$ cat src/rtl/multdiv_seq_unit_if.sv
// Start/operand/result bundle between the decode stage and the iterative mult/div unit.
// The decode stage is the master; the execution unit is the slave.
interface multdiv_seq_unit_if #(
    parameter int unsigned WIDTH = 32
);
    logic             ctrl_MULT;
    logic             ctrl_DIV;
    logic [WIDTH-1:0] data_operandA;
    logic [WIDTH-1:0] data_operandB;
    logic [WIDTH-1:0] data_result;
    logic             data_exception;
    logic             data_resultRDY;
    logic             data_busy;

    modport master (
        output ctrl_MULT, ctrl_DIV, data_operandA, data_operandB,
        input  data_result, data_exception, data_resultRDY, data_busy
    );

    modport slave (
        input  ctrl_MULT, ctrl_DIV, data_operandA, data_operandB,
        output data_result, data_exception, data_resultRDY, data_busy
    );
endinterface

$ cat src/rtl/multdiv_seq_unit.sv
// Iterative signed multiply (shift-add) / divide (restoring) unit, one bit per cycle.
// Operands latch on a ctrl pulse; the result is registered with a one-cycle ready strobe.
module multdiv_seq_unit #(
    parameter int unsigned WIDTH = 32
) (
    input logic               clock,
    input logic               reset,
    multdiv_seq_unit_if.slave bus
);
    localparam int unsigned CW = $clog2(WIDTH) + 1;

    typedef enum logic [1:0] {StIdle, StRun, StDone} state_e;

    state_e r_state, w_state_next;

    logic [CW-1:0]      r_cnt;
    logic [2*WIDTH-1:0] r_acc;
    logic [WIDTH-1:0]   r_m;
    logic               r_neg;
    logic               r_op_div;
    logic [WIDTH-1:0]   r_result;
    logic               r_exc;

    logic               w_start;
    logic               w_last;
    logic [WIDTH-1:0]   w_mag_a;
    logic [WIDTH-1:0]   w_mag_b;
    logic [WIDTH:0]     w_mul_sum;
    logic [2*WIDTH-1:0] w_mul_step;
    logic [WIDTH:0]     w_div_trial;
    logic [WIDTH:0]     w_div_diff;
    logic               w_div_ge;
    logic [WIDTH-1:0]   w_div_rem;
    logic [2*WIDTH-1:0] w_div_step;
    logic [2*WIDTH-1:0] w_prod;
    logic [WIDTH:0]     w_prod_hi;
    logic               w_mul_exc;
    logic [WIDTH-1:0]   w_quo;
    logic               w_div0;
    logic               w_div_exc;
    logic               w_busy;
    logic               w_rdy;

    assign w_start = bus.ctrl_MULT | bus.ctrl_DIV;
    assign w_last  = (r_cnt == CW'(WIDTH));
    assign w_mag_a = bus.data_operandA[WIDTH-1] ? -bus.data_operandA : bus.data_operandA;
    assign w_mag_b = bus.data_operandB[WIDTH-1] ? -bus.data_operandB : bus.data_operandB;

    // Multiply: acc = {partial product, remaining multiplier bits}
    assign w_mul_sum  = {1'b0, r_acc[2*WIDTH-1:WIDTH]} + (r_acc[0] ? {1'b0, r_m} : '0);
    assign w_mul_step = {w_mul_sum, r_acc[WIDTH-1:1]};

    // Divide: acc = {partial remainder, dividend bits shifting into quotient bits}
    assign w_div_trial = {r_acc[2*WIDTH-1:WIDTH], r_acc[WIDTH-1]};
    assign w_div_diff  = w_div_trial - {1'b0, r_m};
    assign w_div_ge    = (w_div_trial >= {1'b0, r_m});
    assign w_div_rem   = w_div_ge ? w_div_diff[WIDTH-1:0] : w_div_trial[WIDTH-1:0];
    assign w_div_step  = {w_div_rem, r_acc[WIDTH-2:0], w_div_ge};

    assign w_prod    = r_neg ? -r_acc : r_acc;
    assign w_prod_hi = w_prod[2*WIDTH-1:WIDTH-1];
    assign w_mul_exc = ~((&w_prod_hi) | ~(|w_prod_hi));
    assign w_quo     = r_neg ? -r_acc[WIDTH-1:0] : r_acc[WIDTH-1:0];
    assign w_div0    = (r_m == '0);
    // A positive quotient with the top bit set is only reachable as MIN / -1
    assign w_div_exc = w_div0 | (~r_neg & r_acc[WIDTH-1]);

    always_ff @(posedge clock or posedge reset) begin
        if (reset) begin
            r_state <= StIdle;
        end else begin
            r_state <= w_state_next;
        end
    end

    always_comb begin
        w_state_next = r_state;
        if (w_start) begin
            w_state_next = StRun;
        end else begin
            unique case (r_state)
                StRun:   if (w_last) w_state_next = StDone;
                StDone:  w_state_next = StIdle;
                default: w_state_next = StIdle;
            endcase
        end
    end

    always_comb begin
        w_busy = (r_state == StRun);
        w_rdy  = (r_state == StDone);
    end

    always_ff @(posedge clock or posedge reset) begin
        if (reset) begin
            r_cnt    <= '0;
            r_acc    <= '0;
            r_m      <= '0;
            r_neg    <= 1'b0;
            r_op_div <= 1'b0;
            r_result <= '0;
            r_exc    <= 1'b0;
        end else if (w_start) begin
            r_cnt    <= '0;
            r_op_div <= ~bus.ctrl_MULT;
            r_neg    <= bus.data_operandA[WIDTH-1] ^ bus.data_operandB[WIDTH-1];
            r_m      <= bus.ctrl_MULT ? w_mag_a : w_mag_b;
            r_acc    <= {{WIDTH{1'b0}}, (bus.ctrl_MULT ? w_mag_b : w_mag_a)};
        end else if (r_state == StRun) begin
            if (!w_last) begin
                r_cnt <= r_cnt + 1'b1;
                r_acc <= r_op_div ? w_div_step : w_mul_step;
            end else if (r_op_div) begin
                r_result <= w_div0 ? '0 : w_quo;
                r_exc    <= w_div_exc;
            end else begin
                r_result <= w_prod[WIDTH-1:0];
                r_exc    <= w_mul_exc;
            end
        end
    end

    assign bus.data_result    = r_result;
    assign bus.data_exception = r_exc;
    assign bus.data_resultRDY = w_rdy;
    assign bus.data_busy      = w_busy;
endmodule

$ cat src/flat_wrapper.sv
// flat-port wrapper written by rule: the top's interface ports become plain ports
module multdiv_seq_unit_flat 
#(
    parameter int unsigned WIDTH = 32
)
  (clock, reset, bus_ctrl_MULT, bus_ctrl_DIV, bus_data_operandA, bus_data_operandB, bus_data_result, bus_data_exception, bus_data_resultRDY, bus_data_busy);
  multdiv_seq_unit_if #(.WIDTH(WIDTH)) bus_i ();
  input logic clock;
  input logic reset;
  input wire logic [$bits(bus_i.ctrl_MULT)-1:0] bus_ctrl_MULT;
  input wire logic [$bits(bus_i.ctrl_DIV)-1:0] bus_ctrl_DIV;
  input wire logic [$bits(bus_i.data_operandA)-1:0] bus_data_operandA;
  input wire logic [$bits(bus_i.data_operandB)-1:0] bus_data_operandB;
  output wire logic [$bits(bus_i.data_result)-1:0] bus_data_result;
  output wire logic [$bits(bus_i.data_exception)-1:0] bus_data_exception;
  output wire logic [$bits(bus_i.data_resultRDY)-1:0] bus_data_resultRDY;
  output wire logic [$bits(bus_i.data_busy)-1:0] bus_data_busy;
  assign bus_i.ctrl_MULT = bus_ctrl_MULT;
  assign bus_i.ctrl_DIV = bus_ctrl_DIV;
  assign bus_i.data_operandA = bus_data_operandA;
  assign bus_i.data_operandB = bus_data_operandB;
  assign bus_data_result = bus_i.data_result;
  assign bus_data_exception = bus_i.data_exception;
  assign bus_data_resultRDY = bus_i.data_resultRDY;
  assign bus_data_busy = bus_i.data_busy;
  multdiv_seq_unit #(.WIDTH(WIDTH)) u_core (.clock(clock), .reset(reset), .bus(bus_i));
endmodule
$ cat config.mk
export PLATFORM = sky130hd
export DESIGN_NAME = multdiv_seq_unit_flat
export DESIGN_NICKNAME = d
export VERILOG_FILES = /design/src/rtl/multdiv_seq_unit_if.sv /design/src/rtl/multdiv_seq_unit.sv /design/src/flat_wrapper.sv
export SDC_FILE = /design/constraint.sdc
export NUM_CORES = 1
export LEC_CHECK = 0
export CELL_PAD_IN_SITES_DETAIL_PLACEMENT = 1
export CELL_PAD_IN_SITES_GLOBAL_PLACEMENT = 1
export CORE_MARGIN = 10
export CORE_UTILIZATION = 25
export DETAILED_ROUTE_END_ITERATION = 12
export PLACE_DENSITY = 0.48
export SLEW_MARGIN = 40
export SYNTH_ARGS = -nofsm -noshare
export SYNTH_HDL_FRONTEND = slang
export SYNTH_SLANG_ARGS = --single-unit
$ cat constraint.sdc
create_clock -name clock -period 6.45 [get_ports clock]
set_clock_uncertainty 0.1 [all_clocks]
set_input_delay 1.29 -clock clock [delete_from_list [all_inputs] [get_ports clock]]
set_output_delay 1.29 -clock clock [all_outputs]
set_load 0.05 [all_outputs]
==> flow_summary_export.csv, run 1 <==
group,metric,value,unit
run_status,status,"complete, no violations",
timing,timing.slew.headroom,0.3547,
placement,gp_congestion,0.8627,
power,p_int,1.983,mW
logic_synthesis,synth.most_common_cell,"nand2_1",
logic_synthesis,synth.ff_latch_count,139,
logic_synthesis,synth_top_cells_by_count,"nand2_1 (199), o21ai_0 (169), nor2_1 (168)",
detailed_routing,vias,13820,
setup_path,worstSetupEndpointType,"flip-flop",
logic_synthesis,yosysTopAreaCell,"dfrtp_1",
placement,io_buffers,102,
timing,tns,0,ps
floorplan,start_util,0.2533,
timing,tightestPinTransition,961.5,ps
power,netSwitchingFraction,0.4062,
finish,nFillCells,6455,
timing,fmax,207.6,MHz
power,vdd.ir_drop.worst,0.1780,mV
power,total_power,3.340,mW
logic_synthesis,synth.area.top_cells,"dfrtp_1 (25%), ha_1 (6.3%), o21ai_0 (6.2%)",
cts,cts_resized,0,
floorplan,dieArea,0.06450,mm²
detailed_routing,postRouteAntennaNets,0,
min_path,hold_path_class,"reg -> reg",
floorplan,die_h,254.0,µm
grt,grt_pass1_vias,14350,
grt,grt_pass1_wl,94810,µm
setup_path,crit_chain,"and2_1 > ha_1 > inv_1 > fa_1 > nor2b_1 > o31a_1 > a2bb2oi_1 > a21oi_1 > buf_4 > a311oi_1 > a211o_1 > nand2_1 > o311ai_0 > a32o_1",
floorplan,fp.dieW,254.0,µm
logic_synthesis,syn_inst,1774,
cts,cts.path.max_buffers,2,
cts,cts_sinks,139,
timing,min_period,4817,ps
logic_synthesis,yosysWarningCount,0,
floorplan,row_count,85,
setup_path,rr_worst_depth,14,
cts,ctsHtreeMaxLevel,4,
logic_synthesis,synth_top_area_frac,0.2542,
floorplan,core_area,0.05403,mm²
power,power_frac_seq,0.336,
setup_path,worstSetupPathType,"reg -> reg",
grt,grt_max_degree,93,
floorplan,ios,103,
cts,cts-root-buf,"clkbuf_16",
timing,period_share,0.7469,
setup_path,crit_start,"u_core.r_m[0]",
setup_path,ff2ff_setup_slack,1630,ps
timing,setup_viol,0,
detailed_routing,vias_per_cell,5.474,
setup_path,r2r_start,"u_core.r_m[0]",
logic_synthesis,syn_nets,1913,
logic_synthesis,synth.distinct_cells,87,
grt,antenna_found_initial,0,
flow_run,drv_cap,0,
cts,clk_latency,470,ps
power,combPwrFrac,0.349,
setup_path,required,6750,ps
finish,final_nets,1954,
detailed_routing,route.detailed.drc,0,
logic_synthesis,syn_area,0.01369,mm²
min_path,worstHoldStart,"u_core.bus.data_result[6]",
detailed_routing,dr.pass1.iters,4,
placement,post-place-ws,1684,ps
setup_path,cp_slowest_cell,"a311oi_1",
cts,cts_tree,"done",
power,pwr-share-clk,0.315,
detailed_routing,route.met3.wl,2114,µm
grt,globalRouteTotalUtil,0.1931,
finish,syn_to_final_growth,17.11,%
logic_synthesis,yosysSeqAreaShare,0.2542,
detailed_routing,wl_met1,29280,µm
detailed_routing,wl_per_cell,24.64,µm
logic_synthesis,synth-main-ff-cell,"dfrtp_1",
cts,postCtsHoldBufs,0,
cts,post_cts.repair.setup_buffers,0,
power,power_density,208.4,mW/mm²
power,net-switching-power,1.357,mW
detailed_routing,highest_layer,"met4",
timing,fin_ws,1633,ps
detailed_routing,drt_wl_total,62200,µm
setup_path,slowest_delay,750,ps
timing,rsz0062_at_grt,"false",
setup_path,r2r_end,"u_core.r_acc[63]",
detailed_routing,wl_met2,29720,µm
timing,drv_slew,0,
finish,drive_gt1_frac,0.06783,
finish,finish.utilization,0.2967,
timing,hold_violations,0,
cts,cts_buffers,17,
placement,post-dp-hpwl,49210,µm
logic_synthesis,synth_edf_count,0,
setup_path,arrival,5110,ps
power,leakage,6.513,nW
grt,grt.overflow.total,0,
cts,clk_pin_slew,70,ps
logic_synthesis,avgSynthCellArea,7.715,µm²
setup_path,crit_end,"u_core.r_acc[63]",
setup_path,worstPathMaxFanout,5,
finish,diodes,0,
setup_path,cp-start-kind,"flip-flop",
detailed_routing,drt_iter0_drc,708,
logic_synthesis,synthArstFlopShare,1.000,
metrics by stage:
stage	area [µm²]	cells	hold slack (ps)
final	16030	2524	381.6
after global routing	16030	2524	413.8
after CTS	16020	2524	386.9
after detailed placement	15420	2492	372.0
after global placement	15400	2491	366.1
after floorplan	13690	1774	404.9
state kept, by name, summed over array words and instances (netlist names):
name / count
u_core.r_m: 32
u_core.r_acc: 64
u_core.r_op_div: 1
u_core.bus.data_result: 32
u_core.r_neg: 1
u_core.bus.data_exception: 1
u_core.r_cnt: 6
u_core.r_state: 2
how the worst min path moves through the flow:
stage / to / cells past startpoint
final: u_core.bus.data_result[6] / 2
after global routing: u_core.bus.data_result[7] / 2
after CTS: u_core.bus.data_result[6] / 2
after detailed placement: u_core.bus.data_result[6] / 2
after global placement: u_core.bus.data_result[26] / 2
after floorplan: u_core.r_cnt[5] / 2
cell type report:
cell class	instances	area, µm²	area share
Clock buffer	18	439.2	0.02740
Clock inverter	14	160.2	0.009992
Inverter	62	237.7	0.01483
Multi-Input combinational cell	1461	9570	0.5971
Sequential cell	139	3486	0.2175
Tap cell	696	870.8	0.05433
Timing Repair Buffer	134	1264	0.07884
cells in the final DEF, fill, tap and decap left out, types with 20 or more instances in the layout:
cell / instances
a211oi_1: 25
a21o_1: 25
a21oi_1: 83
a31oi_1: 25
buf_4: 30
clkdlybuf4s50_1: 98
dfrtp_1: 137
ha_1: 69
inv_1: 59
mux2i_1: 36
nand2_1: 199
nand3_1: 33
nor2_1: 168
nor2b_1: 34
nor3_1: 49
nor4_1: 21
o21a_1: 28
o21ai_0: 169
o221a_2: 20
o31ai_1: 40
or3_1: 26
xnor2_1: 76
xor2_1: 96
layer usage:
metal  GRT usage  up-vias
li1            -     6548
met1      0.2519     6983
met2      0.3274      242
met3     0.02574       43
met4     0.05251        0
met5           0        -
cells by family (layout without fill, tap and decap cells):
group | Yosys count | in the layout | share of synthesized area
and+or+nand+nor | 647 | 647 | 0.2345
buffers and inverters | 174 | 228 | 0.04919
AOI/OAI and AO/OA | 533 | 533 | 0.2581
adders and majority gates | 71 | 71 | 0.06601
muxes | 38 | 38 | 0.02798
xor gates and xnor gates | 172 | 172 | 0.1101
DFF | 139 | 139 | 0.2542
power groups by stage:
stage | logic [mW] | clock network [mW] | registers, mW
after floorplan | 0.823 | 0 | 1.02
after global placement | 1.15 | 0 | 1.14
after detailed placement | 1.17 | 0 | 1.14
after CTS | 1.17 | 1.07 | 1.12
after global routing | 1.29 | 1.11 | 1.13
final | 1.17 | 1.05 | 1.12
critical path: cells and delay by family, from the launching register on:
family | cells | cell delay, ps
simple gates | 3 | 490
buf+inv | 2 | 260
fa+ha+maj | 2 | 620
compound gates | 7 | 2730
flops | 1 | 520
(Power assumes the default switching activity.)
==> run 2, diff against run 1 <==
--- a/config.mk
+++ b/config.mk
@@ -10,7 +10,7 @@
 export CORE_MARGIN = 10
 export CORE_UTILIZATION = 25
 export DETAILED_ROUTE_END_ITERATION = 12
-export PLACE_DENSITY = 0.48
+export PLACE_DENSITY = 0.49
 export SLEW_MARGIN = 40
 export SYNTH_ARGS = -nofsm -noshare
 export SYNTH_HDL_FRONTEND = slang
==> constraint.sdc (replaced) <==
create_clock -name clock -period 3.95 [get_ports clock]
set_clock_uncertainty 0.1 [all_clocks]
set_input_delay 0.79 -clock clock [delete_from_list [all_inputs] [get_ports clock]]
set_output_delay 0.79 -clock clock [all_outputs]
set_load 0.05 [all_outputs]
==> run 2 against run 1 <==
Against the previous run:
- sequential share of layout area is 1.5 points lower
- clock power increased by 62%
- non-clock buffer count grew 135
- maximum frequency rose by 27%
- setup slack got worse by 1500 ps
- clock-buffer cell count rose by 1
- sequential power is 54% higher
- critical endpoint is now u_core.bus.data_exception
- largest power group unchanged
- highest routed layer unchanged
==> flow_summary_export.csv, run 2 (same netlist as run 1, synthesis figures left out) <==
group,metric,value,unit
run_status,status,"complete, no violations",
finish,nFillCells,6543,
detailed_routing,vias,14320,
timing,fin_ws,162.3,ps
timing,fmax,264.0,MHz
timing,min_period,3788,ps
setup_path,r2r_start,"u_core.r_acc[26]",
grt,grt.overflow.total,0,
floorplan,row_count,85,
flow_run,drv_cap,0,
setup_path,crit_family,"simple AND/OR/NAND/NOR gates",
power,vdd.ir_drop.worst,0.2951,mV
timing,setup_viol,0,
floorplan,core_area,0.05403,mm²
finish,top_register,"u_core.r_acc",
setup_path,worstSetupEndpointType,"flip-flop",
setup_path,cp-start-kind,"flip-flop",
floorplan,start_util,0.2533,
placement,gp_congestion,0.8692,
setup_path,crit_start,"u_core.r_acc[26]",
setup_path,arrival,4060,ps
cts,clk_latency,490,ps
detailed_routing,vias_per_cell,5.385,
setup_path,required,4220,ps
setup_path,cpMostUsedCell,"o21ai_1",
power,leakage,7.216,nW
finish,largest_reg_flops,64,
setup_path,worstPathMaxFanout,14,
cts,cts-root-buf,"clkbuf_16",
timing,period_share,0.9589,
detailed_routing,drt_iter0_drc,858,
finish,final_cells,2659,
placement,post-dp-hpwl,50630,µm
detailed_routing,dr.pass1.iters,5,
timing,rsz0062_at_grt,"false",
setup_path,cp_num_buf_inv,2,
setup_path,crit_chain,"or4_1 > nor2_1 > nand4_1 > buf_12 > or3_1 > or4b_1 > o21ai_1 > a32o_1 > o21ai_1 > o41ai_2 > buf_4 > a21oi_2",
grt,grt_pass1_vias,14820,
finish,layout_common_cells,"nand2_1 (199), nor2_1 (168), o21ai_0 (167), buf_4 (160), dfrtp_1 (137)",
finish,drive_gt1_frac,0.1360,
finish,diodes,0,
placement,io_buffers,102,
cts,cts_sinks,139,
power,total_power,5.629,mW
min_path,holdPathEnd,"u_core.bus.data_result[30]",
setup_path,slowest_delay,710,ps
timing,tightestPinTransition,866.8,ps
floorplan,die_h,254.0,µm
detailed_routing,postRouteAntennaNets,0,
cts,cts.path.max_buffers,2,
timing,hold_violations,0,
cts,cts_buffers,17,
setup_path,r2r_end,"u_core.bus.data_exception",
finish,final_nets,2089,
grt,grt_pass1_wl,96030,µm
min_path,worstHoldStart,"u_core.bus.data_result[30]",
grt,grt_max_degree,111,
cts,clk_pin_slew,70,ps
placement,post-place-ws,-120.9,ps
cts,ctsHtreeMaxLevel,4,
detailed_routing,route.detailed.drc,0,
timing,timing.slew.headroom,0.4222,
setup_path,ff2ff_setup_slack,160,ps
cts,postCtsHoldBufs,0,
power,power_density,327.6,mW/mm²
timing,drv_slew,0,
floorplan,fp.dieW,254.0,µm
floorplan,dieArea,0.06450,mm²
min_path,hold_path_class,"reg -> reg",
floorplan,ios,103,
cts,cts_tree,"done",
finish,syn_to_final_growth,25.54,%
grt,globalRouteTotalUtil,0.1969,
setup_path,cp_slowest_cell,"or4_1",
setup_path,worstSetupPathType,"reg -> reg",
detailed_routing,drt_wl_total,63110,µm
min_path,hold_path_depth,2,
grt,antenna_found_initial,1,
finish,layout_commonest_cell,"nand2_1",
setup_path,rr_worst_depth,12,
detailed_routing,wl_per_cell,23.73,µm
placement,numPlacedInstances,2623,
run 2: cell count changes in the layout (fill, tap and decap cells not counted), sizes merged:
cell | previous run | this run
clkinv | 6 | 3
bufinv | 2 | 1
inv | 66 | 67
clkinvlp | 2 | 4
clkdlybuf4s50 | 98 | 101
buf | 36 | 168
clkbuf | 18 | 19
run 2: where the power goes:
part	internal, mW	switching [mW]	total (mW)
combinational	0.901	1.31	2.21
clock	0.913	0.790	1.70
sequential	1.53	0.185	1.72
total	3.35	2.28	5.63
run 2: layout make-up:
type,count,area (µm²),area share
sequential,139,3483,0.2027
multi-input combinational,1461,9653,0.5618
inverter,62,236.5,0.01376
clock inverter,13,130.1,0.007574
timing repair buffer,269,2355,0.1371
clock buffer,19,452.9,0.02636
tap,696,870.8,0.05068
run 2: worst max-delay path by stage:
stage | to | cells past startpoint | slack (ps)
floorplan | u_core.bus.data_exception | 12 | 220
global placement | u_core.r_acc[29] | 11 | -130
detailed placement | u_core.r_acc[29] | 11 | -120
CTS | u_core.bus.data_exception | 13 | 20
global route | u_core.r_acc[62] | 17 | 5
finish | u_core.bus.data_exception | 12 | 160
run 2: per-layer routing:
| metal | part of all wire | track usage | up-vias |
|---|---|---|---|
| li1 | - | - | 6798 |
| met1 | 0.47 | 0.2595 | 7186 |
| met2 | 0.47 | 0.3265 | 287 |
| met3 | 0.040 | 0.03228 | 49 |
| met4 | 0.020 | 0.05319 | 0 |
| met5 | 0 | 0 | - |
run 2: metrics by stage:
| stage | util | instance area (µm²) | TNS (ps) | hold WS [ps] |
|---|---|---|---|---|
| after CTS | 0.3159 | 17070 | 0 | 389.2 |
| after global routing | 0.3180 | 17180 | 0 | 417.6 |
| after global placement | 0.3046 | 16460 | -262.7 | 368.3 |
| final | 0.3180 | 17180 | 0 | 385.2 |
| after detailed placement | 0.3047 | 16460 | -373.2 | 373.6 |
| after floorplan | - | 13690 | 0 | 404.9 |
run 2: tightest hold or removal path, stage by stage, from the launching register on:
cell,delay (ps)
dfrtp_1,340
nand2_1,50
o21ai_0,60
run 2: repair_timing:
action	4_1_cts	5_1_grt
resized for setup	3	15
endpoints found under the setup margin	4	7
setup buffers	0	4
pin swaps	0	4
cloned	0	0
